<file path="config.mk">
export PLATFORM = sky130hd
export DESIGN_NAME = paddle_ctrl_flat
export DESIGN_NICKNAME = d
export VERILOG_FILES = /design/src/rtl/vga_pkg.sv /design/src/rtl/paddle_ctrl_if.sv /design/src/rtl/btn_sync.sv /design/src/rtl/paddle_ctrl.sv /design/src/flat_wrapper.sv
export SDC_FILE = /design/constraint.sdc
export NUM_CORES = 1
export LEC_CHECK = 0
export ABC_AREA = 1
export ABC_CLOCK_PERIOD_IN_PS = 3600
export BUFFER_PORTS_ARGS = -buffer_cell sky130_fd_sc_hd__buf_2
export CORE_MARGIN = 1.5
export CORE_UTILIZATION = 55
export CTS_BUF_LIST = sky130_fd_sc_hd__clkbuf_16
export CTS_CLUSTER_SIZE = 40
export DETAILED_ROUTE_END_ITERATION = 10
export PLACE_DENSITY = 0.79
export SETUP_SLACK_MARGIN = 0.05
export SLEW_MARGIN = 0
export SYNTH_ARGS = -nofsm -noshare
export SYNTH_HDL_FRONTEND = slang
export SYNTH_SLANG_ARGS = --single-unit
</file>
<file path="constraint.sdc">
create_clock -name clk -period 3.6 [get_ports clk]
set_input_delay 0.72 -clock clk [delete_from_list [all_inputs] [get_ports clk]]
set_output_delay 0.72 -clock clk [all_outputs]
set_load 0.02 [all_outputs]
</file>
<file path="src/rtl/vga_pkg.sv">
// Shared VGA constants and paddle FSM types.
//   H_DISPLAY / V_DISPLAY : visible resolution
//   paddle_state_t        : paddle motion FSM states
//   COLOR_*               : common 3-bit colours
//   sat_inc4              : 4-bit saturating increment used for hold counting
package vga_pkg;

  localparam int H_DISPLAY = 640;
  localparam int V_DISPLAY = 480;

  localparam logic [2:0] COLOR_BLACK = 3'b000;
  localparam logic [2:0] COLOR_WHITE = 3'b111;

  typedef enum logic [2:0] {
    IDLE,
    UP,
    DOWN,
    FAST_UP,
    FAST_DOWN
  } paddle_state_t;

  function automatic logic [3:0] sat_inc4(input logic [3:0] v);
    return (v == 4'hf) ? v : v + 4'd1;
  endfunction

endpackage

</file>
<file path="src/rtl/paddle_ctrl_if.sv">
// Pixel-timing bundle driven by vga_sync and consumed by the paddle logic.
//   video_on : visible-region flag
//   p_tick   : pixel-enable pulse
//   pixel_x  : current column
//   pixel_y  : current line
// master = timing generator, slave = consumer.
interface paddle_ctrl_if;
  logic       video_on;
  logic       p_tick;
  logic [9:0] pixel_x;
  logic [9:0] pixel_y;

  modport master (output video_on, p_tick, pixel_x, pixel_y);
  modport slave  (input  video_on, p_tick, pixel_x, pixel_y);
endinterface

</file>
<file path="src/rtl/btn_sync.sv">
// Two-flop synchronizer for one raw button input.
//   clk      : system clock
//   rst      : asynchronous active-low reset, clears both flops
//   async_in : raw asynchronous input
//   sync_out : synchronized copy, two clocks behind async_in
module btn_sync (
  input  logic clk,
  input  logic rst,
  input  logic async_in,
  output logic sync_out
);

  logic meta_reg;
  logic sync_reg;

  always_ff @(posedge clk or negedge rst) begin
    if (!rst) begin
      meta_reg <= 1'b0;
      sync_reg <= 1'b0;
    end else begin
      meta_reg <= async_in;
      sync_reg <= meta_reg;
    end
  end

  assign sync_out = sync_reg;

endmodule

</file>
<file path="src/rtl/paddle_ctrl.sv">
// Single-player paddle: button-driven vertical position with a slow/fast
// speed FSM evaluated once per frame, plus the paddle pixel renderer.
//   clk        : system clock (shared with vga_sync)
//   rst        : asynchronous active-low reset
//   but_up     : raw up button, active-high
//   but_down   : raw down button, active-high
//   sw         : paddle colour
//   vga        : pixel timing (video_on, p_tick, pixel_x, pixel_y)
//   rgb        : registered pixel colour, one clk behind the pixel inputs
//   paddle_y   : paddle top line
//   frame_tick : one-clk pulse per frame, at the start of vertical blank
module paddle_ctrl
  import vga_pkg::*;
#(
  parameter int         PADDLE_X_L  = 600,
  parameter int         PADDLE_X_R  = 603,
  parameter int         PADDLE_H    = 72,
  parameter int         STEP        = 4,
  parameter int         HOLD_FRAMES = 8,
  parameter logic [2:0] BG_COLOR    = 3'b000
) (
  input  logic         clk,
  input  logic         rst,
  input  logic         but_up,
  input  logic         but_down,
  input  logic [2:0]   sw,
  paddle_ctrl_if.slave vga,
  output logic [2:0]   rgb,
  output logic [9:0]   paddle_y,
  output logic         frame_tick
);

  localparam logic [9:0]  X_L        = 10'(PADDLE_X_L);
  localparam logic [9:0]  X_R        = 10'(PADDLE_X_R);
  localparam logic [9:0]  TICK_LINE  = 10'(V_DISPLAY);
  localparam logic [10:0] LINES11    = 11'(V_DISPLAY);
  localparam logic [10:0] H11        = 11'(PADDLE_H);
  localparam logic [10:0] STEP_SLOW  = 11'(STEP);
  localparam logic [10:0] STEP_FAST  = 11'(2 * STEP);
  localparam logic [9:0]  Y_MAX      = 10'(V_DISPLAY - PADDLE_H);
  localparam logic [9:0]  Y_HOME     = 10'((V_DISPLAY - PADDLE_H) / 2);
  localparam logic [3:0]  HOLD_LIMIT = 4'(HOLD_FRAMES);

  // Button synchronizers: bit 0 = up, bit 1 = down.
  logic [1:0] btn_raw;
  logic [1:0] btn_sync_w;
  assign btn_raw = {but_down, but_up};

  generate
    for (genvar gi = 0; gi < 2; gi++) begin : g_sync
      btn_sync u_sync (
        .clk      (clk),
        .rst      (rst),
        .async_in (btn_raw[gi]),
        .sync_out (btn_sync_w[gi])
      );
    end
  endgenerate

  logic only_up;
  logic only_dn;
  assign only_up = btn_sync_w[0] & ~btn_sync_w[1];
  assign only_dn = btn_sync_w[1] & ~btn_sync_w[0];

  paddle_state_t state_reg, state_next;
  logic [3:0]    hold_cnt_reg, hold_next;
  logic [9:0]    paddle_y_reg, paddle_y_next;
  logic          frame_tick_reg;
  logic [2:0]    rgb_reg, rgb_next;

  logic [10:0]   step;
  logic [10:0]   y11;
  logic [10:0]   y_up;
  logic [10:0]   y_dn;

  // Next state and hold count, as they would be taken on a frame_tick.
  always_comb begin
    state_next = IDLE;
    hold_next  = 4'd0;
    if (only_up) begin
      if (state_reg == UP || state_reg == FAST_UP) begin
        hold_next  = sat_inc4(hold_cnt_reg);
        state_next = (state_reg == FAST_UP || hold_next >= HOLD_LIMIT) ? FAST_UP : UP;
      end else begin
        hold_next  = 4'd1;
        state_next = UP;
      end
    end else if (only_dn) begin
      if (state_reg == DOWN || state_reg == FAST_DOWN) begin
        hold_next  = sat_inc4(hold_cnt_reg);
        state_next = (state_reg == FAST_DOWN || hold_next >= HOLD_LIMIT) ? FAST_DOWN : DOWN;
      end else begin
        hold_next  = 4'd1;
        state_next = DOWN;
      end
    end
  end

  // Movement uses the speed of the state being entered; 11-bit math keeps
  // the underflow/overflow tests honest before clamping.
  always_comb begin
    case (state_next)
      UP, DOWN:           step = STEP_SLOW;
      FAST_UP, FAST_DOWN: step = STEP_FAST;
      default:            step = 11'd0;
    endcase
    y11           = {1'b0, paddle_y_reg};
    y_up          = y11 - step;
    y_dn          = y11 + step;
    paddle_y_next = paddle_y_reg;
    if (state_next == UP || state_next == FAST_UP) begin
      paddle_y_next = (y11 < step) ? 10'd0 : y_up[9:0];
    end else if (state_next == DOWN || state_next == FAST_DOWN) begin
      paddle_y_next = (y11 + H11 + step > LINES11) ? Y_MAX : y_dn[9:0];
    end
  end

  // Motion FSM: advances only on frame_tick, i.e. inside vertical blank.
  always_ff @(posedge clk or negedge rst) begin
    if (!rst) begin
      state_reg    <= IDLE;
      hold_cnt_reg <= 4'd0;
      paddle_y_reg <= Y_HOME;
    end else if (frame_tick_reg) begin
      state_reg    <= state_next;
      hold_cnt_reg <= hold_next;
      paddle_y_reg <= paddle_y_next;
    end
  end

  // Paddle rectangle test against the current (pre-update) position.
  always_comb begin
    rgb_next = BG_COLOR;
    if (!vga.video_on) begin
      rgb_next = COLOR_BLACK;
    end else if (vga.pixel_x >= X_L && vga.pixel_x <= X_R &&
                 {1'b0, vga.pixel_y} >= {1'b0, paddle_y_reg} &&
                 {1'b0, vga.pixel_y} <  {1'b0, paddle_y_reg} + H11) begin
      rgb_next = sw;
    end
  end

  always_ff @(posedge clk or negedge rst) begin
    if (!rst) begin
      frame_tick_reg <= 1'b0;
      rgb_reg        <= COLOR_BLACK;
    end else begin
      frame_tick_reg <= vga.p_tick && (vga.pixel_x == 10'd0) && (vga.pixel_y == TICK_LINE);
      rgb_reg        <= rgb_next;
    end
  end

  assign rgb        = rgb_reg;
  assign paddle_y   = paddle_y_reg;
  assign frame_tick = frame_tick_reg;

endmodule
</file>
<file path="src/flat_wrapper.sv">
// flat-port wrapper written by rule: the top's interface ports become plain ports
module paddle_ctrl_flat import vga_pkg::*;
#(
  parameter int         PADDLE_X_L  = 600,
  parameter int         PADDLE_X_R  = 603,
  parameter int         PADDLE_H    = 72,
  parameter int         STEP        = 4,
  parameter int         HOLD_FRAMES = 8,
  parameter logic [2:0] BG_COLOR    = 3'b000
)
  (clk, rst, but_up, but_down, sw, rgb, paddle_y, frame_tick, vga_video_on, vga_p_tick, vga_pixel_x, vga_pixel_y);
  paddle_ctrl_if vga_i ();
  input  logic clk;
  input  logic rst;
  input  logic but_up;
  input  logic but_down;
  input  logic [2:0] sw;
  output logic [2:0] rgb;
  output logic [9:0] paddle_y;
  output logic frame_tick;
  input wire logic [$bits(vga_i.video_on)-1:0] vga_video_on;
  input wire logic [$bits(vga_i.p_tick)-1:0] vga_p_tick;
  input wire logic [$bits(vga_i.pixel_x)-1:0] vga_pixel_x;
  input wire logic [$bits(vga_i.pixel_y)-1:0] vga_pixel_y;
  assign vga_i.video_on = vga_video_on;
  assign vga_i.p_tick = vga_p_tick;
  assign vga_i.pixel_x = vga_pixel_x;
  assign vga_i.pixel_y = vga_pixel_y;
  paddle_ctrl #(.PADDLE_X_L(PADDLE_X_L), .PADDLE_X_R(PADDLE_X_R), .PADDLE_H(PADDLE_H), .STEP(STEP), .HOLD_FRAMES(HOLD_FRAMES), .BG_COLOR(BG_COLOR)) u_core (.clk(clk), .rst(rst), .but_up(but_up), .but_down(but_down), .sw(sw), .vga(vga_i), .rgb(rgb), .paddle_y(paddle_y), .frame_tick(frame_tick));
endmodule
</file>
==> key figures <==
STA
  – Max-slew violation count: 0
  – Worst Tran Pin Value: 0.670 ns
  – Setup violators final: 0
  – Final worst setup slack: 0.358 ns
  – Sum Neg Setup Slack: 0 ns
  – RSZ-0062 raised after global routing: false
  – Final period util: 90.1%
  – Worst rel slew slack: 55.2%
  – Setup Skew: 0.00139 ns
  – Final hold violations: 0
  – Hold_ws: 0.350 ns
  – Fmax achieved: 0.308 GHz
  – Min cycle time layout: 3.24 ns

GRT
  – First-pass GRT wire length: 8.35 mm
  – Total track usage: 23.9%
  – Vias in the first global route: 1979
  – Remaining Overflow, GRT: 0
  – Initial antenna violation count: 0
  – Largest net degree at the start of global routing: 24

Floorplan
  – Initial core utilization: 57.6%
  – Die Y-Extent: 67.7 um
  – # IOs: 43
  – Core ar.: 4000 sq um
  – Die width: 67.7 um
  – Std-Cell Rows: 23
  – Die area: 4580 sq um

Placed design
  – Pre-CTS WS: 0.354 ns
  – PortBufs: 40
  – HPWL after detailed placement: 4.05 mm
  – GP Congestion: 0.887

Clock tree
  – H-tree lvl count: 1
  – Worst-Skew Late Latency: 0.26 ns
  – Reg clk slew, reported paths: 0.06 ns
  – Post-CTS Hold Fix Bufs: 0
  – CTS tree: done
  – CTS buffer count: 3
  – Clk sinks: 23
  – Max Root-Sink Buffers: 2
  – Post-CTS setup buffers: 0
  – Root Driver: clkbuf_16

Yosys
  – Post-synth top cells: nand2_1 (56), nor2_1 (39), inv_1 (35)
  – Seq/Total Area, Yosys: 25.2%
  – Async set or reset register ratio after synthesis: 100%
  – Syn Inst Count: 309
  – Top cells by area, synth: dfrtp_1 (21%), ha_1 (14%), nand2_1 (9.1%)
  – Netlist cell types: 41
  – Synth area leader: dfrtp_1
  – Yosys warning count: 0
  – Mapped cell area: 2300 sq um
  – Post-synth EDFFs: 0
  – Top-count cell post-synth: nand2_1
  – Main synth FF type: dfrtp_1
  – #FFs+latches synth: 23
  – Post-synthesis average cell area: 7.45 sq um
  – Post-synth top area share: 20.7%

Run status
  – Outcome: complete, no violations

Power and ir drop
  – Max IR drop VDD: 165 uV
  – Switching power: 0.000135 W
  – Combinational power share: 13.0%
  – Pwr per Cell Area: 221 nW/um^2
  – P_int: 0.000442 W
  – Clock network fraction of design power: 41.6%
  – Flop pwr share: 45.4%
  – Leak pwr: 1.34 nW
  – Switching share of power: 23.4%

Routing
  – Remaining DRCs: 0
  – Routed vias: 2123
  – Drt wl/cell: 12.6 um
  – Initial drt markers: 103
  – ANT nets after route: 0
  – Final wirelength: 5.02 mm
  – Via density: 5.35
  – 1st-pass router iterations: 4

Worst setup path
  – Startpoint types: flop
  – Crit path kind: reg2reg
  – CP arrival: 3.39 ns
  – CP required: 3.74 ns
  – Buf/Inv on CP: 2
  – CP cell instances: ha_1 > nand2_1 > nand2_1 > nand2_1 > o21ai_0 > o2111ai_2 > nand2_1 > a21oi_1 > ha_1 > inv_1 > fa_1 > nor3_2 > nand3_1 > nor2_1 > nand2_1 > nand2_1 > inv_2 > a21oi_1 > a21oi_2
  – Crit. End Element: flop
  – Crit-path leading delay family: simple AND/OR/NAND/NOR gates
  – Crit path largest cell delay: 0.41 ns
  – CP dominant cell by count: nand2_1
  – Slowest CP cell: fa_1
  – CP Max Fanout: 5

Final layout
  – Ant. Diodes: 0
  – Share of cells above drive strength 1: 24.2%
  – Final nets: 405
  – Max FFs per register: 8
  – Synth-to-layout area growth: 13.2%
  – Final-layout fill cell count: 369

Job
  – Max-cap violations: 0

Hold path
  – Hold Crit Class: reg2reg
==> cell families after synthesis <==
kind of cell,after synthesis,synth area share [%]
xor gates and xnor gates,9,3.42
adders and majority gates,28,16.2
other,1,0.163
buffers and inverters,47,8.86
DFF,23,25.2
and+or+nand+nor,149,33.0
AOI/OAI and AO/OA,52,13.1
==> timing repair <==
item                       in CTS  in global routing
hold endpoints to repair        0                  0
gates resized for setup         0                  2
setup endpoints to repair       0                  1
==> stage by stage <==
stage	cell area (sq um)	total power (W)	instances	util [%]
final	2610	0.000577	397	65.2
after detailed placement	2520	0.000342	393	63.0
after CTS	2600	0.000585	397	65.0
after global routing	2610	0.000603	397	65.2
after global placement	2520	0.000339	393	63.0
after floorplan	2310	0.000310	310	-
==> path summary, 6_finish.rpt <==
check / cells after the start / startpoint / slack (ns) / endpoint
min in group asynchronous: 1 / rst / 0.44 / u_core.hold_cnt_reg[3]
worst max-delay path: 19 / u_core.hold_cnt_reg[0] / 0.36 / u_core.paddle_y[8]
worst min-delay path: 0 / u_core.g_sync[0].u_sync.meta_reg / 0.35 / u_core.g_sync[0].u_sync.sync_out
worst max register to register: 19 / u_core.hold_cnt_reg[0] / 0.36 / u_core.paddle_y[8]
max in group asynchronous: 1 / rst / 2.80 / u_core.paddle_y[6]
worst min register to register: 0 / u_core.g_sync[0].u_sync.meta_reg / 0.35 / u_core.g_sync[0].u_sync.sync_out
==> routing by layer <==
| layer | track usage (%) | part of all wire (%) | up-vias |
|---|---|---|---|
| li1 | - | - | 1087 |
| met1 | 28.9 | 46 | 987 |
| met2 | 44.4 | 50 | 42 |
| met3 | 3.00 | 3.3 | 7 |
| met4 | 5.87 | 1.1 | 0 |
| met5 | 0 | 0 | - |
==> cells in the final DEF, fill, tap and decap left out, drive strengths merged, types with 3 or more instances in the layout <==
master and n:
dfstp 4, buf 40, xor2 9, nand4 6, clkbuf 3, a21oi 28, fa 3, nand3b 3
ha 25, nor2 43, o21ai 14, dfrtp 19, nand3 14, o21bai 3, inv 40, nor3 7
nand2 70
==> power groups by stage <==
stage | clock, W | sequential (W) | combinational, W
floorplan | 0 | 0.000266 | 0.0000436
global placement | 0 | 0.000267 | 0.0000729
detailed placement | 0 | 0.000267 | 0.0000752
CTS | 0.000247 | 0.000262 | 0.0000755
global route | 0.000254 | 0.000262 | 0.0000872
finish | 0.000240 | 0.000262 | 0.0000751
==> layout make-up <==
class	instances	area, sq um	share of cell area [%]
clock buffer	3	75.1	2.88
timing repair buffer	40	200	7.68
tap	50	62.6	2.40
clock inverter	1	5.00	0.192
inverter	40	155	5.95
multi-input combinational	240	1530	58.6
sequential	23	581	22.3
(Power assumes the default switching activity.)
